`config.mk`:
```
export PLATFORM = sky130hd
export DESIGN_NAME = mux_n_to1_reg
export DESIGN_NICKNAME = d
export VERILOG_FILES = /design/src/rtl/mux_n_to1_reg.sv
export SDC_FILE = /design/constraint.sdc
export NUM_CORES = 1
export LEC_CHECK = 0
export BUFFER_PORTS_ARGS = -buffer_cell sky130_fd_sc_hd__buf_2
export CAP_MARGIN = 10
export CORE_AREA = 2 2 52 91
export DETAILED_ROUTE_END_ITERATION = 16
export DIE_AREA = 0 0 54 93
export GPL_ROUTABILITY_DRIVEN = 0
export HOLD_SLACK_MARGIN = 0.02
export PLACE_DENSITY = 0.84
export SLEW_MARGIN = 40
export SYNTH_ARGS = -nofsm -noshare
export SYNTH_HDL_FRONTEND = slang
export SYNTH_SLANG_ARGS = --single-unit
```
`constraint.sdc`:
```
create_clock -name clk -period 3 [get_ports clk]
set_input_delay 0.45 -clock clk [delete_from_list [all_inputs] [get_ports clk]]
set_output_delay 0.45 -clock clk [all_outputs]
set_load 0.005 [all_outputs]
```
`src/rtl/mux_n_to1_reg.sv`:
```
// mux_n_to1_reg: N-to-1 channel multiplexer with a single registered output stage.
// Selection is either fixed from sel (MODE 0) or round-robin among valid
// channels (MODE 1). The output stage is a one-entry valid/ready buffer that
// sustains one word per cycle when downstream keeps out_ready high.
//
// Ports:
//   clk        - rising-edge clock
//   rst_n      - asynchronous active-low reset
//   in_data    - N packed channels, channel i at [i*WIDTH +: WIDTH]
//   in_valid   - per-channel valid
//   in_ready   - per-channel ready (combinational, at most one bit high)
//   sel        - fixed channel select (MODE 0 only)
//   out_data   - registered selected word
//   out_chan   - channel index that supplied out_data
//   out_valid  - out_data holds an untaken word
//   out_ready  - downstream accepts the word this cycle
//   xfer_count - wrapping count of accepted input transfers
module mux_n_to1_reg #(
  parameter int WIDTH = 16,
  parameter int N     = 4,
  parameter int MODE  = 0,
  localparam int SELW = (N > 1) ? $clog2(N) : 1
) (
  input  logic                 clk,
  input  logic                 rst_n,
  input  logic [N*WIDTH-1:0]   in_data,
  input  logic [N-1:0]         in_valid,
  output logic [N-1:0]         in_ready,
  input  logic [SELW-1:0]      sel,
  output logic [WIDTH-1:0]     out_data,
  output logic [SELW-1:0]      out_chan,
  output logic                 out_valid,
  input  logic                 out_ready,
  output logic [15:0]          xfer_count
);

  logic [WIDTH-1:0] r_data;
  logic [SELW-1:0]  r_chan;
  logic             r_valid;
  logic [SELW-1:0]  r_ptr;
  logic [15:0]      r_cnt;

  logic             w_load_en;
  logic [SELW-1:0]  w_grant;
  logic             w_grant_vld;
  logic [WIDTH-1:0] w_sel_data;
  logic             w_xfer;
  logic [SELW-1:0]  w_ptr_next;

  assign w_load_en = !r_valid || out_ready;

  // Grant selection. MODE 0 never looks at in_valid so in_ready stays
  // independent of it; MODE 1 scans from r_ptr upward with wrap.
  always_comb begin
    w_grant     = '0;
    w_grant_vld = 1'b0;
    if (MODE == 0) begin
      if (int'(sel) < N) begin
        w_grant     = sel;
        w_grant_vld = 1'b1;
      end
    end else begin
      for (int unsigned k = 0; k < N; k++) begin
        if (!w_grant_vld && in_valid[(32'(r_ptr) + k) % N]) begin
          w_grant     = SELW'((32'(r_ptr) + k) % N);
          w_grant_vld = 1'b1;
        end
      end
    end
  end

  always_comb begin
    w_sel_data = '0;
    in_ready   = '0;
    for (int unsigned i = 0; i < N; i++) begin
      if (w_grant_vld && (SELW'(i) == w_grant)) begin
        w_sel_data  = in_data[i*WIDTH +: WIDTH];
        in_ready[i] = w_load_en;
      end
    end
  end

  assign w_xfer     = |(in_ready & in_valid);
  assign w_ptr_next = SELW'((32'(w_grant) + 1) % N);

  always_ff @(posedge clk or negedge rst_n) begin
    if (!rst_n) begin
      r_data  <= '0;
      r_chan  <= '0;
      r_valid <= 1'b0;
      r_ptr   <= '0;
      r_cnt   <= '0;
    end else begin
      if (w_xfer) begin
        r_data  <= w_sel_data;
        r_chan  <= w_grant;
        r_valid <= 1'b1;
        r_cnt   <= r_cnt + 16'd1;
      end else if (out_ready) begin
        r_valid <= 1'b0;
      end
      if (MODE != 0 && w_xfer) begin
        r_ptr <= w_ptr_next;
      end
    end
  end

  assign out_data   = r_data;
  assign out_chan   = r_chan;
  assign out_valid  = r_valid;
  assign xfer_count = r_cnt;

endmodule

```
==> impl_results.md, run 1 <==
- P_int: 0.001049 W
- Starting Density: 46.50%
- Max Cap Viol: 0
- Remaining global-route overflow: 0
- Max_slew headroom: 66.49%
- Core area: 0.004324 mm^2
- Drt first pass iters: 4
- Area after DPL: 0.002581 mm^2
- Avg Vias per Cell: 5.326
- CTS sink cnt: 35
- Routed WL: 5079 um
- Hold crit path type: primary input to async pin
- Post-route clock period utilization: 61.08%
- Startpoint types: flop
- Cell Chain, Critical Path: and2b_1, nor3b_4, nor2_2, buf_4, mux2_4
- Top-area cell type share of the netlist area: 43.56%
- Drc violations: 0
- Yosys top cell by area: dfrtp_1
- Final Hold Fails: 0
- Nets: 321
- Final setup fails: 0
- H-tree depth: 2
- Top cells by area, synth: dfrtp_1, mux4_2, mux2_4
- Crit-path max FO: 20
- Type of the worst setup path: flop to flop
- RSZ-0062 raised after global routing: no
- R2R depth: 5
- TritonCTS clock tree: yes
- CTS Root Cell: clkbuf_8
- Synth Register Bits: 35
- Pleak: 1.357 nW
- Fmax: 545.7 MHz
- Die Wd: 54 um
- Fin. max-slew vios: 0
- WP data arrival: 2.00 ns
- Iter 0 DRT Violations: 27
- Layout area overhead: 32.86%
- DIE AREA: 0.005022 mm^2
- Cts hold-fix bufs: 0
- Pre-CTS setup slack: 0.8677 ns
- Row count: 32
- Seq pwr share: 45.7%
- Post-synthesis cell count: 137
- Worst-Margin Slew: 0.5026 ns
- Syn Area/Cell: 14.68 um^2
- Final Worst Setup Slack: 1.168 ns
- CTS buffer count: 5
- # IOs: 112
- Synth Cell Area: 0.002011 mm^2
- Layout cells sized above 1: 63.97%
- Clk_skew: 0.01276 ns
- CP required: 3.17 ns
- Via count: 1,587
- Clk network pwr share: 23.0%
- PortBufs: 111
- Fin Setup TNS: 0 ns
- Pin count of the biggest net entering global routing: 36
- Critical Path Max Stage Delay: 0.41 ns
- Register area share after synthesis: 43.56%
- Comb power frac: 31.3%
- Design Power: 0.001494 W
- DPL Wire Length: 4046 um
- Sw Share: 29.81%
- Netlist cell types: 31
- Cell area after layout: 0.002671 mm^2
- Final Critical Period: 1.833 ns
- GR Util All Layers: 21.06%
- Post-CTS Setup Bufs: 0
- Layout fillers: 354
- Die height: 93 um
- Worst skew pair latency: 0.29 ns
- Net switching power: 0.0004454 W
- Post-Syn Nets: 211
- CTS-repair resized insts: 0
- Outcome: finished, final reports clean
- Crit end category: flop
- Number of antenna diodes: 0
- Initial antenna violation count: 0
- First-pass GRT wire length: 7486 um
- Clock transition at path regs: 0.07 ns
- Warnings, synthesis: 0
- Detail Route Antenna Nets: 0
- Clock Path Buffers: 2
- Vias in the first global route: 1,604
- Crit path max-delay cell type: nor3b_4
- DR WL/cell: 17.04 um
- PD cells: 559.3 mW/mm^2
- Peak VDD IR: 436.6 uV
[final cells by class]
type	count	area [um^2]	share of cell area, %
Clock buffer	6	82.58	3.091
Sequential cell	35	875.8	32.79
Clock inverter	1	5.005	0.1874
Multi-Input combinational cell	88	1056	39.53
Tap cell	51	63.81	2.389
Timing Repair Buffer	113	573.1	21.45
Inverter	4	15.01	0.5621
[kinds of logic (layout without fill, tap and decap cells)]
logic type / count (synthesis) / after routing / share of synthesized area, %
flops: 35 / 35 / 43.56
compound gates: 8 / 8 / 2.863
fa+ha+maj: 1 / 1 / 0.6222
mux: 37 / 37 / 33.48
xor+xnor: 15 / 15 / 6.534
simple gates: 27 / 27 / 9.024
buf+inv: 14 / 124 / 3.920
[worst max-delay path, delay by kind of cell (launching register included)]
family        cells  cell delay, ns
mux               1            0.33
simple gates      3            0.73
flops             1            0.39
buf+inv           1            0.25
[stage by stage]
step                hold WS [ns]  utilization, %  cells
global placement          0.4599           59.69    291
detailed placement        0.4629           59.69    291
CTS                       0.2534           61.72    298
global route              0.1309           61.78    298
floorplan                 0.1544               -    137
finish                   0.09998           61.78    298
[flip-flops by register name, indices dropped and copies added, names as in the netlist]
register    flops
out_data       16
xfer_count     16
out_chan        2
out_valid       1
[final timing paths]
path	startpoint	end	slack, ns
max	out_valid	out_data[1]	1.17
min	rst_n	xfer_count[10]	0.1
max reg2reg	out_valid	out_data[1]	1.17
min reg2reg	xfer_count[15]	xfer_count[15]	0.47
max in group asynchronous	rst_n	out_data[14]	2.58
min in group clk	xfer_count[15]	xfer_count[15]	0.47
[routing by layer]
layer | track usage (%) | part of all wire (%) | up-vias
met3 | 4.313 | 5.8 | 10
met2 | 37.09 | 57 | 68
met1 | 24.33 | 36 | 778
met5 | 0 | 0 | -
met4 | 7.083 | 2.0 | 0
li1 | - | - | 731
[power groups by stage]
| stage | Sequential [W] | Clock (W) | Combinational, W |
|---|---|---|---|
| 2_1_floorplan | 0.000669 | 0 | 0.000279 |
| 3_3_place_gp | 0.000684 | 0 | 0.000452 |
| 3_5_place_dp | 0.000684 | 0 | 0.000476 |
| 4_1_cts | 0.000680 | 0.000348 | 0.000475 |
| 5_1_grt | 0.000697 | 0.000370 | 0.000512 |
| 6_report | 0.000683 | 0.000344 | 0.000467 |
[synthesized netlist by cell type]
cell type  count
dfrtp_1       35
mux2_4        18
mux4_2        17
xnor2_1       14
inv_1          4
nand3_1        4
nand4_1        4
and3_1         3
buf_2          3
buf_6          3
clkbuf_1       3
nand2_1        3
nor2_1         3
o2111ai_1      3
mux2i_1        2
o211ai_1       2
o21ai_1        2
and2_1         1
and2b_1        1
and4bb_1       1
buf_1          1
ha_1           1
nand2b_1       1
nor2_2         1
nor3_1         1
nor3_4         1
nor3b_1        1
nor3b_4        1
nor4b_1        1
o22ai_1        1
xor2_1         1
[cells in the final DEF (no fill, tap or decap), types with 2 or more instances in the layout]
master / count
inv_1: 4
nand3_1: 4
buf_4: 3
o21ai_1: 2
dfrtp_1: 35
buf_2: 110
nor2_1: 3
xnor2_1: 14
mux2_4: 18
o211ai_1: 2
nand2_1: 3
mux4_2: 17
and3_1: 3
mux2i_1: 2
clkbuf_8: 6
nand4_1: 4
o2111ai_1: 3
(Power assumes the default switching activity.)
==> run 2, diff against run 1 <==
- CORE_AREA: 2 2 52 91 -> 2 2 57 99
- DIE_AREA: 0 0 54 93 -> 0 0 59 101
- PLACE_DENSITY: 0.84 -> 0.74
- clock period: 3 -> 1.6 ns (I/O delays scaled with it)
==> impl_results.md, run 2 (same netlist as run 1, synthesis figures left out) <==
- Outcome: finished, final reports clean
- Final Worst Setup Slack: 0.02113 ns
- Routed length on met2: 2556 um
- Detail Route Antenna Nets: 0
- Core area: 0.005167 mm^2
- CTS Root Cell: clkbuf_8
- Die Wd: 59 um
- Type of the worst setup path: flop to output port
- Routed WL: 4879 um
- GR Util All Layers: 17.74%
- CTS sink cnt: 35
- Max_slew headroom: 71.42%
- Post-route clock period utilization: 98.68%
- Worst skew pair latency: 0.28 ns
- Sw Share: 27.91%
- WP data arrival: 1.34 ns
- Pin count of the biggest net entering global routing: 36
- Top Metal Used: met4
- Clk network pwr share: 27.0%
- DPL Wire Length: 3883 um
- TritonCTS clock tree: yes
- Drt first pass iters: 4
- Crit end category: output port
- Commonest non-fill, non-tap cell in the layout: buf_2
- Iter 0 DRT Violations: 55
- Wire length on met1: 1799 um
- Pre-CTS setup slack: -0.05604 ns
- PortBufs: 111
- Worst-Margin Slew: 0.4288 ns
- Row count: 35
- Max Cap Viol: 0
- CTS buffer count: 5
- H-tree depth: 2
- Comb power frac: 31.9%
- Seq pwr share: 41.2%
- Initial antenna violation count: 0
- DIE AREA: 0.005959 mm^2
- Final setup fails: 0
- Drc violations: 0
- Avg Vias per Cell: 5.156
- CP required: 1.36 ns
- DR WL/cell: 15.49 um
- Layout area overhead: 41.13%
- PD cells: 1070 mW/mm^2
- Peak VDD IR: 525.7 uV
- # IOs: 112
- Layout cells sized above 1: 66.54%
- Net switching power: 0.0008473 W
- Fin. max-slew vios: 0
- Fmax: 633.4 MHz
- Nets: 333
- Startpoint types: flop
- Final Hold Fails: 0
- Die height: 101 um
- Number of antenna diodes: 0
- Clk_skew: 0.005995 ns
- Remaining global-route overflow: 0
- First-pass GRT wire length: 7928 um
- P_int: 0.002189 W
- Pleak: 1.441 nW
- Fin Setup TNS: 0 ns
- Final Critical Period: 1.579 ns
- Hold crit path type: primary input to flop
- Met3 Wirelength: 441 um
- Post-layout util: 54.92%
- Design Power: 0.003036 W
- Vias in the first global route: 1,752
- Via count: 1,624
- RSZ-0062 raised after global routing: yes
- Crit-path max FO: 4
- Clock transition at path regs: 0.07 ns
- Clock Path Buffers: 2
- Starting Density: 38.91%
- Commonest cells after routing, fill and taps aside: buf_2, dfrtp_1, mux2_4
## run 2: timing repair
item,4_1_cts,5_1_grt
gates cloned,0,0
hold buffers,1,0
endpoints found under the hold margin,35,0
buffers inserted,1,0
gates resized for setup,1,3
pin swaps,0,0
setup endpoints to repair,1,4
## run 2: layout make-up
cell class              instances  area, um^2
multi-input cells              88        1069
flip-flops and latches         35       875.8
clock buffers                   6       82.58
clock inverters                 2       35.03
fillers                       458        2330
well taps                      55       68.82
inverters                       4       15.01
repair buffers                125       691.9
## run 2: critical path, stage by stage, from the launching register on
cell	delay, ns
dfrtp_1	0.38
and2b_2	0.25
buf_6	0.14
nor3b_2	0.16
buf_2	0.13
## run 2: power by group through the flow
| stage | Sequential, W | Clock, W | Combinational, W |
|---|---|---|---|
| 5_1_grt | 0.00127 | 0.000882 | 0.00106 |
| 3_5_place_dp | 0.00126 | 0 | 0.000968 |
| 2_1_floorplan | 0.00125 | 0 | 0.000524 |
| 6_report | 0.00125 | 0.000818 | 0.000968 |
| 3_3_place_gp | 0.00126 | 0 | 0.000940 |
| 4_1_cts | 0.00125 | 0.000851 | 0.000979 |
## run 2: metal layers
metal / vias to the layer above / GRT usage [%]
met1: 762 / 19.23
met5: - / 0
met2: 94 / 31.37
met4: 0 / 6.818
met3: 8 / 5.392
li1: 760 / -
## run 2: final timing paths
kind	startpoint	to	slack [ns]	cells past startpoint
min reg2reg	xfer_count[15]	xfer_count[15]	0.46	1
min in group asynchronous	rst_n	xfer_count[8]	0.52	3
max in group asynchronous	rst_n	out_data[13]	0.77	3
max reg2reg	out_valid	out_data[12]	0.09	5
min	out_ready	out_valid	0.27	3
max	out_valid	in_ready[1]	0.02	4
## run 2: metrics by stage
| step | hold slack (ns) | area [um^2] | cells |
|---|---|---|---|
| final | 0.2720 | 2838 | 315 |
| after global routing | 0.2857 | 2838 | 315 |
| after CTS | 0.2567 | 2823 | 315 |
| after detailed placement | 0.3057 | 2686 | 305 |
| after global placement | 0.2919 | 2686 | 305 |
| after floorplan | -0.05559 | 2011 | 137 |
==> run 3, diff against run 2 <==
- CORE_AREA: 2 2 57 99 -> 2 2 55 95
- DIE_AREA: 0 0 59 101 -> 0 0 57 97
- PLACE_DENSITY: 0.74 -> 0.77
- SKIP_CTS_REPAIR_TIMING: not set -> 1
- clock period: 1.6 -> 1.5 ns (I/O delays scaled with it)
==> impl_results.md, run 3 (same netlist as run 1, synthesis figures left out) <==
- Comb power frac: 36.0%
- Clock Path Buffers: 2
- CTS Root Cell: clkbuf_8
- Clk_skew: 0.006825 ns
- Number of antenna diodes: 0
- Sw Share: 29.21%
- Clk network pwr share: 20.9%
- Fmax: 643.8 MHz
- Final Hold Fails: 0
- First-pass GRT wire length: 8231 um
- Crit end category: output port
- Outcome: finished, violations left
- Design Power: 0.003051 W
- Critical Path Max Stage Delay: 0.38 ns
- R2R setup slack: -0.05 ns
- Cell area after layout: 0.002838 mm^2
- P_int: 0.002160 W
- Startpoint types: flop
- PortBufs: 111
- Pre-CTS setup slack: -0.1071 ns
- Pleak: 1.443 nW
- Routed WL: 5063 um
- Worst-Margin Slew: 0.4458 ns
- TritonCTS clock tree: yes
- Net switching power: 0.0008913 W
- Die Wd: 57 um
- Clock transition at path regs: 0.07 ns
- Iter 0 DRT Violations: 51
- Avg Vias per Cell: 5.286
- GR Util All Layers: 19.10%
- Worst skew pair latency: 0.28 ns
- Drc violations: 0
- CTS buffer count: 5
- # IOs: 112
- Core area: 0.004707 mm^2
- Final Worst Setup Slack: -0.05317 ns
- Layout cells sized above 1: 67.29%
- PD cells: 1075 mW/mm^2
- Hold crit path type: primary input to flop
- Row count: 33
- Post-route clock period utilization: 103.5%
- WP data arrival: 1.33 ns
- Nets: 339
- Pin count of the biggest net entering global routing: 36
- Max_slew headroom: 70.28%
- Starting Density: 42.72%
- DR WL/cell: 15.92 um
- Detail Route Antenna Nets: 0
- Commonest non-fill, non-tap cell in the layout: buf_2
- Crit path max-delay cell type: dfrtp_1
- Max Cap Viol: 0
- Via count: 1,681
- Type of the worst setup path: flop to output port
- H-tree depth: 2
- Violated checks: negative setup slack
- Final Critical Period: 1.553 ns
- CP required: 1.27 ns
- Remaining global-route overflow: 0
- RSZ-0062 raised after global routing: yes
- Initial antenna violation count: 0
- Final setup fails: 20
- Vias in the first global route: 1,733
- Seq pwr share: 43.1%
- Crit-path max FO: 4
- Post-Layout Cell Count: 318
- Commonest cells after routing, fill and taps aside: buf_2, dfrtp_1, mux2_4
- CTS sink cnt: 35
- DIE AREA: 0.005529 mm^2
- Placed cells: 309
- Fin. max-slew vios: 0
- Drt first pass iters: 4
- DPL Wire Length: 4055 um
- Cell Chain, Critical Path: and2b_2, buf_6, nor3b_2, buf_2
- Peak VDD IR: 731.9 uV
- Area after DPL: 0.002711 mm^2
- Layout area overhead: 41.13%
- Die height: 97 um
==> run 3: changes by cell type in the layout (fill, tap and decap cells not counted), moves of 2 or more <==
| cell | before | now |
|---|---|---|
| buf_4 | 10 | 15 |
| clkbuf_1 | 0 | 2 |
| buf_6 | 1 | 4 |
| buf_12 | 2 | 0 |
==> run 3: path summary, 6_finish.rpt <==
check,startpoint,endpoint,cells after the start
hold reg to reg,xfer_count[15],xfer_count[15],1
hold / removal,out_ready,out_valid,3
min in group asynchronous,rst_n,xfer_count[9],3
setup / recovery,out_valid,in_ready[1],4
setup reg to reg,out_valid,out_data[11],5
max in group asynchronous,rst_n,out_data[7],3
==> run 3: cell type report <==
type | count | area [um^2]
clock inverters | 1 | 5.005
fillers | 413 | 1869
inverters | 4 | 15.01
well taps | 52 | 65.06
repair buffers | 131 | 723.2
multi-input cells | 88 | 1077
clock buffers | 7 | 76.32
flip-flops and latches | 35 | 875.8
==> run 3: power by group through the flow <==
stage / Combinational (W) / Sequential, W / Clock [W]
after floorplan: 0.000560 / 0.00134 / 0
after global placement: 0.00106 / 0.00132 / 0
after detailed placement: 0.00109 / 0.00132 / 0
after CTS: 0.00109 / 0.00132 / 0.000660
after global routing: 0.00120 / 0.00135 / 0.000697
final: 0.00110 / 0.00132 / 0.000639
==> run 3: worst max-delay path, delay by kind of cell, from the launching register on <==
kind	cells	cell delay (ns)
buf+inv	2	0.27
flops	1	0.38
simple gates	2	0.39
==> run 3: layer usage <==
| metal | GRT usage, % | up-vias | share of wire [%] |
|---|---|---|---|
| li1 | - | 769 | - |
| met4 | 9.660 | 0 | 3.1 |
| met5 | 0 | - | 0 |
| met1 | 22.32 | 801 | 36 |
| met3 | 5.481 | 11 | 8.9 |
| met2 | 31.21 | 100 | 52 |
==> run 3: metrics by stage <==
stage	hold slack (ns)	util [%]	setup TNS (ns)
2_1_floorplan	-0.07059	-	-1.639
3_3_place_gp	0.2795	57.60	-1.743
3_5_place_dp	0.2838	57.60	-2.074
4_1_cts	-0.01941	59.33	-0.7179
5_1_grt	0.2386	60.29	-2.240
6_report	0.2349	60.29	-0.7592
